### config.mk
export PLATFORM = sky130hd
export DESIGN_NAME = ex_muldiv_unit
export DESIGN_NICKNAME = d
export VERILOG_FILES = /design/src/rtl/sparc_ex_pkg.sv /design/src/rtl/ex_muldiv_unit.sv
export SDC_FILE = /design/constraint.sdc
export NUM_CORES = 1
export LEC_CHECK = 0
export CAP_MARGIN = 0
export CORE_ASPECT_RATIO = 0.9
export CORE_MARGIN = 4
export CORE_UTILIZATION = 56
export CTS_CLUSTER_DIAMETER = 80
export DETAILED_ROUTE_END_ITERATION = 16
export PLACE_DENSITY = 0.84
export SYNTH_ARGS = -nofsm -noshare
export SYNTH_HDL_FRONTEND = slang
export SYNTH_SLANG_ARGS = --single-unit
### constraint.sdc
create_clock -name clk -period 11.9 [get_ports clk]
set_clock_uncertainty 0.05 [all_clocks]
set_input_delay 1.19 -clock clk [delete_from_list [all_inputs] [get_ports clk]]
set_output_delay 1.19 -clock clk [all_outputs]
set_load 0.05 [all_outputs]
### src/rtl/sparc_ex_pkg.sv
// Shared definitions for the SPARC V8 EX-stage multiply/divide unit.
//   - op3 encodings for UMUL/SMUL/UDIV/SDIV and their cc forms
//   - md_state_t: multiply/divide FSM states
//   - ICC_* bit positions within the {N,Z,V,C} icc vector
package sparc_ex_pkg;

  localparam logic [5:0] OP3_UMUL   = 6'h0A;
  localparam logic [5:0] OP3_SMUL   = 6'h0B;
  localparam logic [5:0] OP3_UDIV   = 6'h0E;
  localparam logic [5:0] OP3_SDIV   = 6'h0F;
  localparam logic [5:0] OP3_UMULCC = 6'h1A;
  localparam logic [5:0] OP3_SMULCC = 6'h1B;
  localparam logic [5:0] OP3_UDIVCC = 6'h1E;
  localparam logic [5:0] OP3_SDIVCC = 6'h1F;

  typedef enum logic [1:0] {IDLE, RUN, FIX, DONE} md_state_t;

  localparam int unsigned ICC_N = 3;
  localparam int unsigned ICC_Z = 2;
  localparam int unsigned ICC_V = 1;
  localparam int unsigned ICC_C = 0;

  function automatic logic is_muldiv_op3(input logic [5:0] op3);
    unique case (op3)
      OP3_UMUL, OP3_SMUL, OP3_UDIV, OP3_SDIV,
      OP3_UMULCC, OP3_SMULCC, OP3_UDIVCC, OP3_SDIVCC: is_muldiv_op3 = 1'b1;
      default:                                         is_muldiv_op3 = 1'b0;
    endcase
  endfunction

endpackage

### src/rtl/ex_muldiv_unit.sv
// Multi-cycle SPARC V8 integer multiply/divide unit in EX.
// Executes UMUL/SMUL/UDIV/SDIV (and cc forms) on magnitudes with one shared 64-bit
// shift register, then fixes up sign/saturation. Holds ID/EX via ex_ready while busy.
// Ports:
//   clk, reset        clock, synchronous active-high reset
//   md_op_in/op3_in   instruction op/op3 fields from ID/EX
//   md_valA_in        rs1 value; md_opB_in operand2; md_Y_in current Y
//   md_select         comb: instruction is a mul/div
//   ex_ready          comb: ID/EX may load next instruction
//   md_result_valid   result valid (DONE only)
//   md_result         rd value; md_Y_out/md_Y_write new Y (multiplies)
//   md_icc_out        {N,Z,V,C}; md_icc_write for cc variants
//   md_div_zero       divide by zero flagged (DONE only)
module ex_muldiv_unit
  import sparc_ex_pkg::*;
#(
  parameter int unsigned DATA_W = 32,
  parameter int unsigned CNT_W  = 5
) (
  input  logic              clk,
  input  logic              reset,
  input  logic [1:0]        md_op_in,
  input  logic [5:0]        md_op3_in,
  input  logic [DATA_W-1:0] md_valA_in,
  input  logic [DATA_W-1:0] md_opB_in,
  input  logic [DATA_W-1:0] md_Y_in,
  output logic              md_select,
  output logic              ex_ready,
  output logic              md_result_valid,
  output logic [DATA_W-1:0] md_result,
  output logic [DATA_W-1:0] md_Y_out,
  output logic              md_Y_write,
  output logic [3:0]        md_icc_out,
  output logic              md_icc_write,
  output logic              md_div_zero
);

  md_state_t           state_q, state_d;
  logic [CNT_W-1:0]    cnt_q, cnt_d;
  logic [63:0]         acc_q, acc_d;
  logic [DATA_W-1:0]   opnd_q, opnd_d;     // multiplicand or divisor magnitude
  logic                neg_q, neg_d;       // final result must be negated
  logic                is_div_q, is_div_d;
  logic                is_sgn_q, is_sgn_d;
  logic                is_cc_q, is_cc_d;
  logic                dz_q, dz_d;
  logic [DATA_W-1:0]   result_q, result_d;
  logic [DATA_W-1:0]   y_q, y_d;
  logic [3:0]          icc_q, icc_d;

  // Operand decode and magnitudes, only meaningful in IDLE.
  logic              in_div, in_sgn, a_neg, b_neg, y_neg;
  logic [DATA_W-1:0] a_mag, b_mag;
  logic [63:0]       dvd, dvd_mag;
  logic              pre_ovf;

  assign md_select = (md_op_in == 2'b10) && is_muldiv_op3(md_op3_in);
  assign in_div    = md_op3_in[2];
  assign in_sgn    = md_op3_in[0];
  assign a_neg     = in_sgn & md_valA_in[DATA_W-1];
  assign b_neg     = in_sgn & md_opB_in[DATA_W-1];
  assign y_neg     = in_sgn & md_Y_in[DATA_W-1];
  assign a_mag     = a_neg ? (~md_valA_in + 1'b1) : md_valA_in;
  assign b_mag     = b_neg ? (~md_opB_in + 1'b1) : md_opB_in;
  assign dvd       = {md_Y_in, md_valA_in};
  assign dvd_mag   = y_neg ? (~dvd + 64'd1) : dvd;
  // Quotient cannot fit in 32 bits when the upper dividend half already reaches the divisor.
  assign pre_ovf   = dvd_mag[63:32] >= b_mag;

  // One iteration step for each operation.
  logic [32:0]       mul_sum;
  logic [32:0]       div_shift;
  logic              div_ge;
  logic [63:0]       mul_step, div_step;

  assign mul_sum   = {1'b0, acc_q[63:32]} + (acc_q[0] ? {1'b0, opnd_q} : 33'd0);
  assign mul_step  = {mul_sum, acc_q[31:1]};
  // Restoring divide: remainder in [63:32], dividend bits shift out / quotient shifts in at [31:0].
  assign div_shift = {acc_q[63:32], acc_q[31]};
  assign div_ge    = div_shift >= {1'b0, opnd_q};
  assign div_step  = {div_ge ? 32'(div_shift - {1'b0, opnd_q}) : div_shift[31:0],
                      acc_q[30:0], div_ge};

  // Sign correction and saturation.
  logic [63:0]       prod;
  logic [DATA_W-1:0] quo, fix_res;
  logic              fix_ovf;

  assign prod = neg_q ? (~acc_q + 64'd1) : acc_q;
  assign quo  = acc_q[31:0];

  always_comb begin
    fix_res = quo;
    fix_ovf = 1'b0;
    if (!is_div_q) begin
      fix_res = prod[31:0];
    end else if (is_sgn_q) begin
      if (!neg_q) begin
        if (quo[31]) begin
          fix_res = 32'h7FFF_FFFF;
          fix_ovf = 1'b1;
        end
      end else if (quo > 32'h8000_0000) begin
        fix_res = 32'h8000_0000;
        fix_ovf = 1'b1;
      end else begin
        fix_res = ~quo + 1'b1;
      end
    end
  end

  always_comb begin
    state_d  = state_q;
    cnt_d    = cnt_q;
    acc_d    = acc_q;
    opnd_d   = opnd_q;
    neg_d    = neg_q;
    is_div_d = is_div_q;
    is_sgn_d = is_sgn_q;
    is_cc_d  = is_cc_q;
    dz_d     = dz_q;
    result_d = result_q;
    y_d      = y_q;
    icc_d    = icc_q;

    unique case (state_q)
      IDLE: begin
        if (md_select) begin
          is_div_d = in_div;
          is_sgn_d = in_sgn;
          is_cc_d  = md_op3_in[4];
          opnd_d   = b_mag;
          cnt_d    = CNT_W'(DATA_W - 1);
          dz_d     = 1'b0;
          y_d      = '0;
          icc_d    = '0;
          if (in_div) begin
            acc_d = dvd_mag;
            neg_d = y_neg ^ b_neg;
            if (md_opB_in == '0) begin
              dz_d     = 1'b1;
              result_d = '0;
              state_d  = DONE;
            end else if (pre_ovf) begin
              result_d = !in_sgn ? 32'hFFFF_FFFF :
                         (y_neg ^ b_neg) ? 32'h8000_0000 : 32'h7FFF_FFFF;
              icc_d[ICC_N] = result_d[31];
              icc_d[ICC_V] = 1'b1;
              state_d  = DONE;
            end else begin
              state_d = RUN;
            end
          end else begin
            acc_d   = {32'd0, a_mag};
            neg_d   = a_neg ^ b_neg;
            state_d = RUN;
          end
        end
      end
      RUN: begin
        acc_d = is_div_q ? div_step : mul_step;
        cnt_d = cnt_q - 1'b1;
        if (cnt_q == '0) state_d = FIX;
      end
      FIX: begin
        result_d     = fix_res;
        y_d          = is_div_q ? '0 : prod[63:32];
        icc_d        = '0;
        icc_d[ICC_N] = fix_res[31];
        icc_d[ICC_Z] = (fix_res == '0);
        icc_d[ICC_V] = fix_ovf;
        state_d      = DONE;
      end
      DONE: begin
        state_d = IDLE;
      end
      default: state_d = IDLE;
    endcase
  end

  always_ff @(posedge clk) begin
    if (reset) begin
      state_q  <= IDLE;
      cnt_q    <= '0;
      acc_q    <= '0;
      opnd_q   <= '0;
      neg_q    <= 1'b0;
      is_div_q <= 1'b0;
      is_sgn_q <= 1'b0;
      is_cc_q  <= 1'b0;
      dz_q     <= 1'b0;
      result_q <= '0;
      y_q      <= '0;
      icc_q    <= '0;
    end else begin
      state_q  <= state_d;
      cnt_q    <= cnt_d;
      acc_q    <= acc_d;
      opnd_q   <= opnd_d;
      neg_q    <= neg_d;
      is_div_q <= is_div_d;
      is_sgn_q <= is_sgn_d;
      is_cc_q  <= is_cc_d;
      dz_q     <= dz_d;
      result_q <= result_d;
      y_q      <= y_d;
      icc_q    <= icc_d;
    end
  end

  logic done;
  assign done            = (state_q == DONE);
  assign ex_ready        = reset | ((state_q == IDLE) & ~md_select) | done;
  assign md_result_valid = done;
  assign md_result       = result_q;
  assign md_Y_out        = y_q;
  assign md_icc_out      = icc_q;
  assign md_Y_write      = done & ~is_div_q;
  assign md_icc_write    = done & is_cc_q & ~dz_q;
  assign md_div_zero     = done & dz_q;

endmodule

* Word level (Yosys, flattened, before mapping) *
Memories as Yosys holds them, arrays and structs flattened.
Index checks and enable logic that the tools add are counted.

storage, ports and cells
  flip-flop bits (word level) = 176
  bits in read-only memories = 32
  word-level logic and storage cells = 114
  memories = 1

cells by class
  $add $sub $neg = 8
  $lt $le $gt $ge = 3
  eq/ne operators = 8
  mux-type cells = 50
  bitwise gates (word level) = 20
  reductions and logical operators = 12

memory list
  name              depth  bits a word  rd ports  clocked after memory_dff  wr ports  line                text
  (name not given)  32     1            1         0                         0         sparc_ex_pkg.sv:24  unique case (op3)

operators by type and width
  kind                                                             count
  32-bit 2-to-1 mux                                                16
  64-bit 2-to-1 mux                                                5
  64-bit by 1-bit adder with 64-bit output, second input constant  2
  64-bit NOT                                                       2
  32-bit one-hot mux with 2 select lines                           2
  64-bit one-hot mux with 2 select lines                           1
  32-bit by 1-bit adder with 32-bit output, second input constant  3
  32-bit NOT                                                       3
  32-bit logical NOT                                               2
  32-bit by 32-bit adder with 33-bit output                        1
  33-bit by 32-bit greater-or-equal comparator with 1-bit output   1
  32-bit greater-or-equal comparator                               1
  32-bit > comparator, second input constant                       1
  32-bit subtractor                                                1
  31-bit 2-to-1 mux                                                1
  1-bit 2-to-1 mux                                                 15
  2-bit 2-to-1 mux                                                 5
  5-bit one-hot mux with 2 select lines                            1
  1-bit bitwise AND                                                8
  2-bit one-hot mux with 4 select lines                            1
  4-bit one-hot mux with 2 select lines                            1
  2-bit AND reduction                                              4
  2-bit equality test, second input constant                       3
  2-bit != test, second input constant                             3
  other kinds (13)                                                 18

* Longest topological paths before layout *
Gate-level depths: netlist of the first run.

  word-level depth = 9
  mapped depth = 21

* Worst setup path after synthesis of the first run *
Ideal clock, no wire load.

  path type = in2reg
  start point = in md_valA_in[30]
  end point = reg result_q[19], in the netlist md_result[19]
  arrival = 5,669 ps
  required time = 11,707 ps
  path slack = 6,039 ps
  cell stages on the path = 20
  cell sequence = or4_1 > or4_1 > or3_1 > and4bb_1 > and2_2 > nor2_1 > xor2_1 > ha_1 > a21o_1 > a21o_1 > a21o_1 > a21o_1 > a21oi_1 > nor2_1 > a211oi_1 > and3_1 > clkbuf_1 > a21o_1 > clkbuf_1 > a221oi_1

between the ends
  word-level cells in the longest chain between the ends = 6

ends and longest elaborated chain
  item                                      line                   text
  start, declared                           ex_muldiv_unit.sv:24   input logic [DATA_W-1:0] md_valA_in,
  64-bit NOT                                ex_muldiv_unit.sv:66   assign dvd_mag = y_neg ? (~dvd + 64'd1) : dvd;
  64-bit by 1-bit adder with 64-bit output  ex_muldiv_unit.sv:66
  64-bit 2-to-1 mux                         ex_muldiv_unit.sv:66
  32-bit greater-or-equal comparator        ex_muldiv_unit.sv:68   assign pre_ovf = dvd_mag[63:32] >= b_mag;
  3-bit != test (no line)                   n/a
  4-bit AND reduction (no line)             n/a
  end signal, assigned                      ex_muldiv_unit.sv:205  result_q <= result_d;
  end, declared                             ex_muldiv_unit.sv:47   logic [DATA_W-1:0] result_q, result_d;

No other way between the ends.
A chain may end at the register's enable or synchronous reset.

* Worst setup path in the final report of the first run *
  start point = in md_valA_in[28]
  end point = reg result_q[23], in the netlist md_result[23]

The elaborated chain is that of the path after synthesis.

==> flow_summary.yaml, run 1 <==
global_routing:
  grt_antenna_before_repair: 0
  grt_overflow: 0
  grt_max_degree: 84
  grt_usage_pct: 35.4
  grt_pass1_wl_mm: 92.7
  grt_pass1_vias: 16458
clock_network:
  clk_pin_slew_ps: 80
  cts_buffers: 17
  numClockSinks: 175
  cts_root_buf: "clkbuf_16"
  clkLatencyLatePin_ps: 450
  cts_hold_buf: 0
  tritoncts: "built"
  htreeDepth: 4
  post_cts_resize_count: 0
  postCtsSetupRepairBufs: 0
  clock_path_buffers: 2
routing:
  ant_nets: 0
  wl_met1_mm: 26.0
  wirelength_mm: 60.1
  drc: 0
  met3WireLength_mm: 8.84
  drt-vias-per-instance: 6.67
  drt_iter0_drc: 2301
  wl_per_cell_um: 21.9
  top_layer: "met4"
  firstDrtPassIters: 6
  wl_met2_mm: 24.0
  vias: 18290
placed_design:
  portBuffers: 178
  placed_area_um2: 18500
  gp_congestion: 1.06
  dp_hpwl_mm: 45.7
synthesis:
  yosys_warnings: 0
  yosys.cell_types.count: 87
  synth_seq_cells: 175
  netlist_instances: 2264
  synth_edf_count: 0
  synthFlopType: "dfxtp_1"
  avgSynthCellArea_um2: 7.33
  syn_nets: 2478
  syn_area_um2: 16600
  yosysSeqAreaShare_pct: 21.1
  async_reset_ff_share_pct: 0
sta:
  slew_viol_final: 0
  finalHoldViolations: 0
  tightest_slew_ps: 1050
  setup_viol: 0
  rsz0062_at_grt: "no"
  whs_ps: 422
  fin_crit_sh_pct: 57.1
  fin_tns_setup_ps: 0
  fmax_ghz: 0.147
  relSlewSlack_pct: 28.8
  fin_crit_ps: 6790
setup_path:
  rr_endpoint: "md_icc_out[2]"
  crit_fanout: 23
  cp_common_cell: "a21o_1"
  reg2regPathDepth: 13
  critPathRequiredTime_ps: 12130
  worstPathCellList: "clkdlybuf4s50_1 > or4_1 > or4_1 > or3_1 > and4bb_1 > and2_2 > nor2_1 > xor2_1 > ha_1 > a21o_1 > a21o_1 > a21o_1 > a21o_1 > a21oi_1 > nor2_1 > a211oi_1 > and3_1 > a21o_1 > a221oi_1"
  cp_slowest_cell: "a21o_1"
  critical_path_class: "primary input to flip-flop"
  reg2reg_from: "acc_q[0]"
  startpoint_type: "primary input"
  arrival_ps: 7020
  slowest_delay_ps: 630
  reg2reg_slack_ps: 6720
  crit_path_end_kind: "flip-flop"
final_layout:
  fillers: 2578
  drive_gt1_share_pct: 4.82
  final_common_cell: "nor2_1"
  design_area_um2: 19000
  nets: 2547
  syn2layout_area_growth_pct: 14.8
  final_util_pct: 65.5
  n_antenna_cell: 0
  mostFrequentLayoutCells: "nor2_1 (275), nand2_1 (198), a21oi_1 (182), clkdlybuf4s50_1 (177), dfxtp_1 (173)"
worst_hold_path:
  hold_depth: 2
  min_to: "md_result[2]"
  hp-class: "flip-flop to flip-flop"
  holdCritStartpoint: "md_result[2]"
floorplan:
  io_pins: 180
  die-width_um: 189
  core-area_um2: 29100
  std_cell_rows: 59
  die_area_um2: 32400
  start_util_pct: 57.0
  die_h_um: 171
power:
  p_leak_nw: 6.99
  total_power_mw: 4.90
  powerDensity_nw_per_um2: 257
  vdd_drop_max_v: 0.000173
outcome:
  status: "completed"
job:
  drv_cap: 0
## stage by stage
step | cells | setup slack (ps)
2_1_floorplan | 2264 | 6040
3_3_place_gp | 2710 | 4970
3_5_place_dp | 2710 | 4830
4_1_cts | 2742 | 5270
5_1_grt | 2742 | 4870
6_report | 2742 | 5110
## cell type report
type | count | area (µm²) | share of cell area [%]
clock buffers | 19 | 433 | 2.27
multi-input cells | 1846 | 12200 | 64.0
flip-flops and latches | 175 | 3510 | 18.4
repair buffers | 196 | 1910 | 10.1
well taps | 396 | 495 | 2.60
inverters | 97 | 364 | 1.91
clock inverters | 13 | 149 | 0.782
## critical path, delay by kind of cell
| family | cells | cell delay (ps) |
|---|---|---|
| adder cells (fa/ha/maj) | 1 | 290 |
| AND/OR/NAND/NOR | 8 | 2870 |
| XOR/XNOR | 1 | 230 |
| buffers and inverters | 1 | 480 |
| AO/OA/AOI/OAI | 8 | 1960 |
## synthesized netlist by cell type, types with 6 or more instances
master | instances | area [µm²]
a211oi_1 | 59 | 443
a21oi_1 | 183 | 916
nand2_1 | 198 | 743
mux2i_1 | 47 | 470
a221oi_1 | 42 | 368
a31oi_1 | 13 | 81.3
o21bai_1 | 10 | 75.1
inv_1 | 93 | 349
mux2_2 | 9 | 101
dfxtp_1 | 175 | 3500
a21o_1 | 50 | 375
and2_1 | 14 | 87.6
ha_1 | 106 | 1330
o221a_2 | 14 | 158
nor2b_1 | 27 | 169
buf_1 | 8 | 30.0
o21a_1 | 17 | 128
or2_2 | 11 | 68.8
nor3_1 | 50 | 250
a21boi_0 | 6 | 45.0
o211a_1 | 7 | 70.1
nand4_1 | 25 | 156
o21ai_0 | 119 | 596
xnor2_1 | 113 | 990
clkbuf_1 | 126 | 473
buf_2 | 7 | 35.0
or3_1 | 35 | 219
o31ai_1 | 29 | 218
nand2b_1 | 27 | 169
o41ai_1 | 13 | 114
nand3_1 | 32 | 160
o221ai_1 | 10 | 87.6
a22oi_1 | 40 | 300
xor2_1 | 65 | 569
a311oi_1 | 9 | 78.8
nor2_1 | 277 | 1040
or4_1 | 16 | 120
nor4_1 | 25 | 156
and3_1 | 14 | 87.6
o211ai_1 | 48 | 360
## flip-flops by register name, summed over array words and instances (netlist names)
name / flops
acc_q: 64
cnt_q: 5
dz_q: 1
is_cc_q: 1
is_div_q: 1
is_sgn_q: 1
md_Y_out: 32
md_icc_out: 3
md_result: 32
neg_q: 1
opnd_q: 32
state_q: 2
## routing by layer
metal / vias up / track usage (%)
li1: 8424 / -
met1: 8541 / 52.5
met2: 1210 / 50.4
met3: 115 / 10.3
met4: 0 / 8.58
met5: - / 0
## kinds of logic after synthesis
group	count (synthesis)	share of synthesized area (%)
AOI/OAI and AO/OA	728	29.9
DFF	175	21.1
other	1	0.0226
muxes	56	3.45
buffers and inverters	243	5.75
adders and majority gates	108	8.24
and+or+nand+nor	775	22.1
xor gates and xnor gates	178	9.40
## report_power, final
group,switching (mW),leakage (nW),internal [mW]
Clock,0.282,0.275,0.299
Sequential,0.282,1.42,0.715
Combinational,2.06,5.29,1.26
## worst max path at each step
stage | cells past startpoint | endpoint | slack, ps | start
after global placement | 19 | md_result[6] | 4970 | md_valA_in[28]
after floorplan | 20 | md_result[19] | 6040 | md_valA_in[30]
after detailed placement | 19 | md_result[20] | 4830 | md_valA_in[28]
after CTS | 19 | md_result[20] | 5270 | md_valA_in[28]
after global routing | 19 | md_result[25] | 4870 | md_valA_in[28]
final | 19 | md_result[23] | 5110 | md_valA_in[28]
No activity file was read; power rests on OpenSTA's default activity.
==> inputs of run 2 (changes only) <==
--- a/config.mk
+++ b/config.mk
@@ -8,7 +8,7 @@
 export CAP_MARGIN = 0
 export CORE_ASPECT_RATIO = 0.9
 export CORE_MARGIN = 4
-export CORE_UTILIZATION = 56
+export CORE_UTILIZATION = 53
 export CTS_CLUSTER_DIAMETER = 80
 export DETAILED_ROUTE_END_ITERATION = 16
 export PLACE_DENSITY = 0.84
==> constraint.sdc (replaced) <==
create_clock -name clk -period 5.7 [get_ports clk]
set_clock_uncertainty 0.05 [all_clocks]
set_input_delay 0.57 -clock clk [delete_from_list [all_inputs] [get_ports clk]]
set_output_delay 0.57 -clock clk [all_outputs]
set_load 0.05 [all_outputs]
==> run 2 against run 1 <==
Effect of this change: wire length up 2.7%; power up 110%; sequential cell count unchanged; register-to-register slack worse by 5700 ps; worst hold slack worse by 9.2 ps; global-route usage down 1.1 points; combinational power up 120%; cell area up 2.2%.
==> flow_summary.yaml, run 2 (synthesized netlist as in run 1, its figures left out) <==
outcome:
  status: "completed"
setup_path:
  arrival_ps: 5700
  path_buf_inv: 5
  critPathRequiredTime_ps: 6000
  slowest_delay_ps: 600
  cp_common_cell: "a21o_1"
  startpoint_type: "primary input"
  critical_path_class: "primary input to flip-flop"
  worstPathCellList: "clkdlybuf4s50_1 > or4_1 > or3_1 > buf_4 > nor4_1 > buf_4 > and4bb_1 > and2_2 > nor2_1 > xor2_1 > ha_1 > a21o_1 > a21o_1 > a21o_1 > a21o_1 > a21oi_1 > nor2_1 > a211oi_2 > and3_4 > buf_12 > a21oi_1 > buf_4 > a221oi_1"
  crit_path_end_kind: "flip-flop"
  path_delay_family: "simple AND/OR/NAND/NOR gates"
  cp_slowest_cell: "or4_1"
  crit_fanout: 22
floorplan:
  core-area_um2: 30900
  io_pins: 180
  std_cell_rows: 61
  die_h_um: 176
  die_area_um2: 34200
  die-width_um: 194
  start_util_pct: 53.7
final_layout:
  mostFrequentLayoutCells: "nor2_1 (275), nand2_1 (198), a21oi_1 (182), clkdlybuf4s50_1 (177), dfxtp_1 (173)"
  final_common_cell: "nor2_1"
  nets: 2593
  n_antenna_cell: 0
  regMostFlops: "acc_q"
  instances_no_fill: 2801
  syn2layout_area_growth_pct: 17.3
  final_util_pct: 63.0
  drive_gt1_share_pct: 6.90
  largest_register_ffs: 64
clock_network:
  numClockSinks: 175
  clkLatencyLatePin_ps: 450
  tritoncts: "built"
  clk_pin_slew_ps: 80
  clock_path_buffers: 2
  cts_buffers: 17
  htreeDepth: 4
  postCtsSetupRepairBufs: 0
  cts_root_buf: "clkbuf_16"
sta:
  fin_crit_ps: 5400
  setup_viol: 0
  finalHoldViolations: 0
  tightest_slew_ps: 1120
  relSlewSlack_pct: 25.2
  fmax_ghz: 0.185
  rsz0062_at_grt: "no"
  slew_viol_final: 0
  fin_crit_sh_pct: 94.7
routing:
  drt_iter0_drc: 2819
  wl_per_cell_um: 22.0
  vias: 18628
  firstDrtPassIters: 6
  wirelength_mm: 61.8
  ant_nets: 0
  drt-vias-per-instance: 6.65
  drc: 0
global_routing:
  grtUsageMet1_pct: 50.3
  grt_pass1_wl_mm: 96.0
  grt_usage_pct: 34.3
  grt_overflow: 0
  met2_usage_pct: 49.5
  grt_most_used_layer: "met1"
  grt_pass1_vias: 17255
  grt_max_degree: 88
  use_met3_pct: 9.19
  grt_antenna_before_repair: 0
job:
  drv_cap: 0
power:
  switchingPower_mw: 5.61
  p_leak_nw: 7.22
  total_power_mw: 10.5
  p_int_mw: 4.87
  powerDensity_nw_per_um2: 538
  pwr-share-clk_pct: 11.8
  netSwitchingFraction_pct: 53.5
  vdd_drop_max_v: 0.000281
  combPwrFrac_pct: 68.4
  share_seq_of_total_power_pct: 19.8
placed_design:
  gp_congestion: 1.04
  portBuffers: 178
  place_inst: 2769
  dp_hpwl_mm: 47.6
worst_hold_path:
  hp-class: "flip-flop to flip-flop"
-- run 2: cell count changes in the layout (fill, tap and decap cells not counted), moves of 2 or more --
cell	change
buf_4	+44
a221oi_1	-4
a221oi_2	+4
buf_12	+2
inv_6	+2
inv_8	-2
-- run 2: final timing paths --
path	to	cells past startpoint	slack (ps)	start
setup / recovery	md_result[30]	23	300	md_valA_in[22]
hold / removal	is_cc_q	2	410	is_cc_q
hold reg to reg	is_cc_q	2	410	is_cc_q
setup reg to reg	acc_q[59]	14	1050	acc_q[0]
-- run 2: worst register-to-register path, stage by stage (launching register included) --
cell      delay [ps]
dfxtp_1          310
inv_1            570
nor2_1            90
ha_1             360
nor2b_1          160
o31ai_1          420
a21oi_1          280
a221oi_1         310
buf_4            190
o31a_1           300
o21ai_0          120
a211oi_1         260
nor2_1           150
a221oi_1         730
o22ai_1          200
-- run 2: cell type report --
type / count / area [µm²]
fillers: 2744 / 11400
well taps: 409 / 512
flip-flops and latches: 175 / 3510
repair buffers: 242 / 2280
clock buffers: 19 / 443
clock inverters: 13 / 145
inverters: 97 / 364
multi-input cells: 1846 / 12200
-- run 2: repair_timing --
action / in CTS / in global routing
gates resized for setup: 0 / 7
hold buffers: 0 / 0
endpoints found under the setup margin: 0 / 6
-- run 2: power by group through the flow --
stage	logic, mW	registers, mW	clock network, mW
after floorplan	5.00	1.91	0
after global placement	6.71	2.05	0
after detailed placement	6.83	2.06	0
after CTS	6.91	2.04	1.22
after global routing	7.69	2.11	1.27
final	7.16	2.08	1.23
-- run 2: metal layers --
| metal | wire length [µm] | vias up |
|---|---|---|
| met2 | 25200 | 1220 |
| li1 | - | 8531 |
| met4 | 1460 | 0 |
| met5 | 0 | - |
| met1 | 26900 | 8741 |
| met3 | 8230 | 136 |
-- run 2: per-stage QoR --
stage	area [µm²]	setup TNS, ps	hold slack (ps)	setup slack (ps)
floorplan	16600	0	387	459
global placement	18800	0	398	26.6
detailed placement	18800	-4160	404	-184
CTS	19400	0	417	276
global route	19500	0	444	70.2
finish	19500	0	413	304
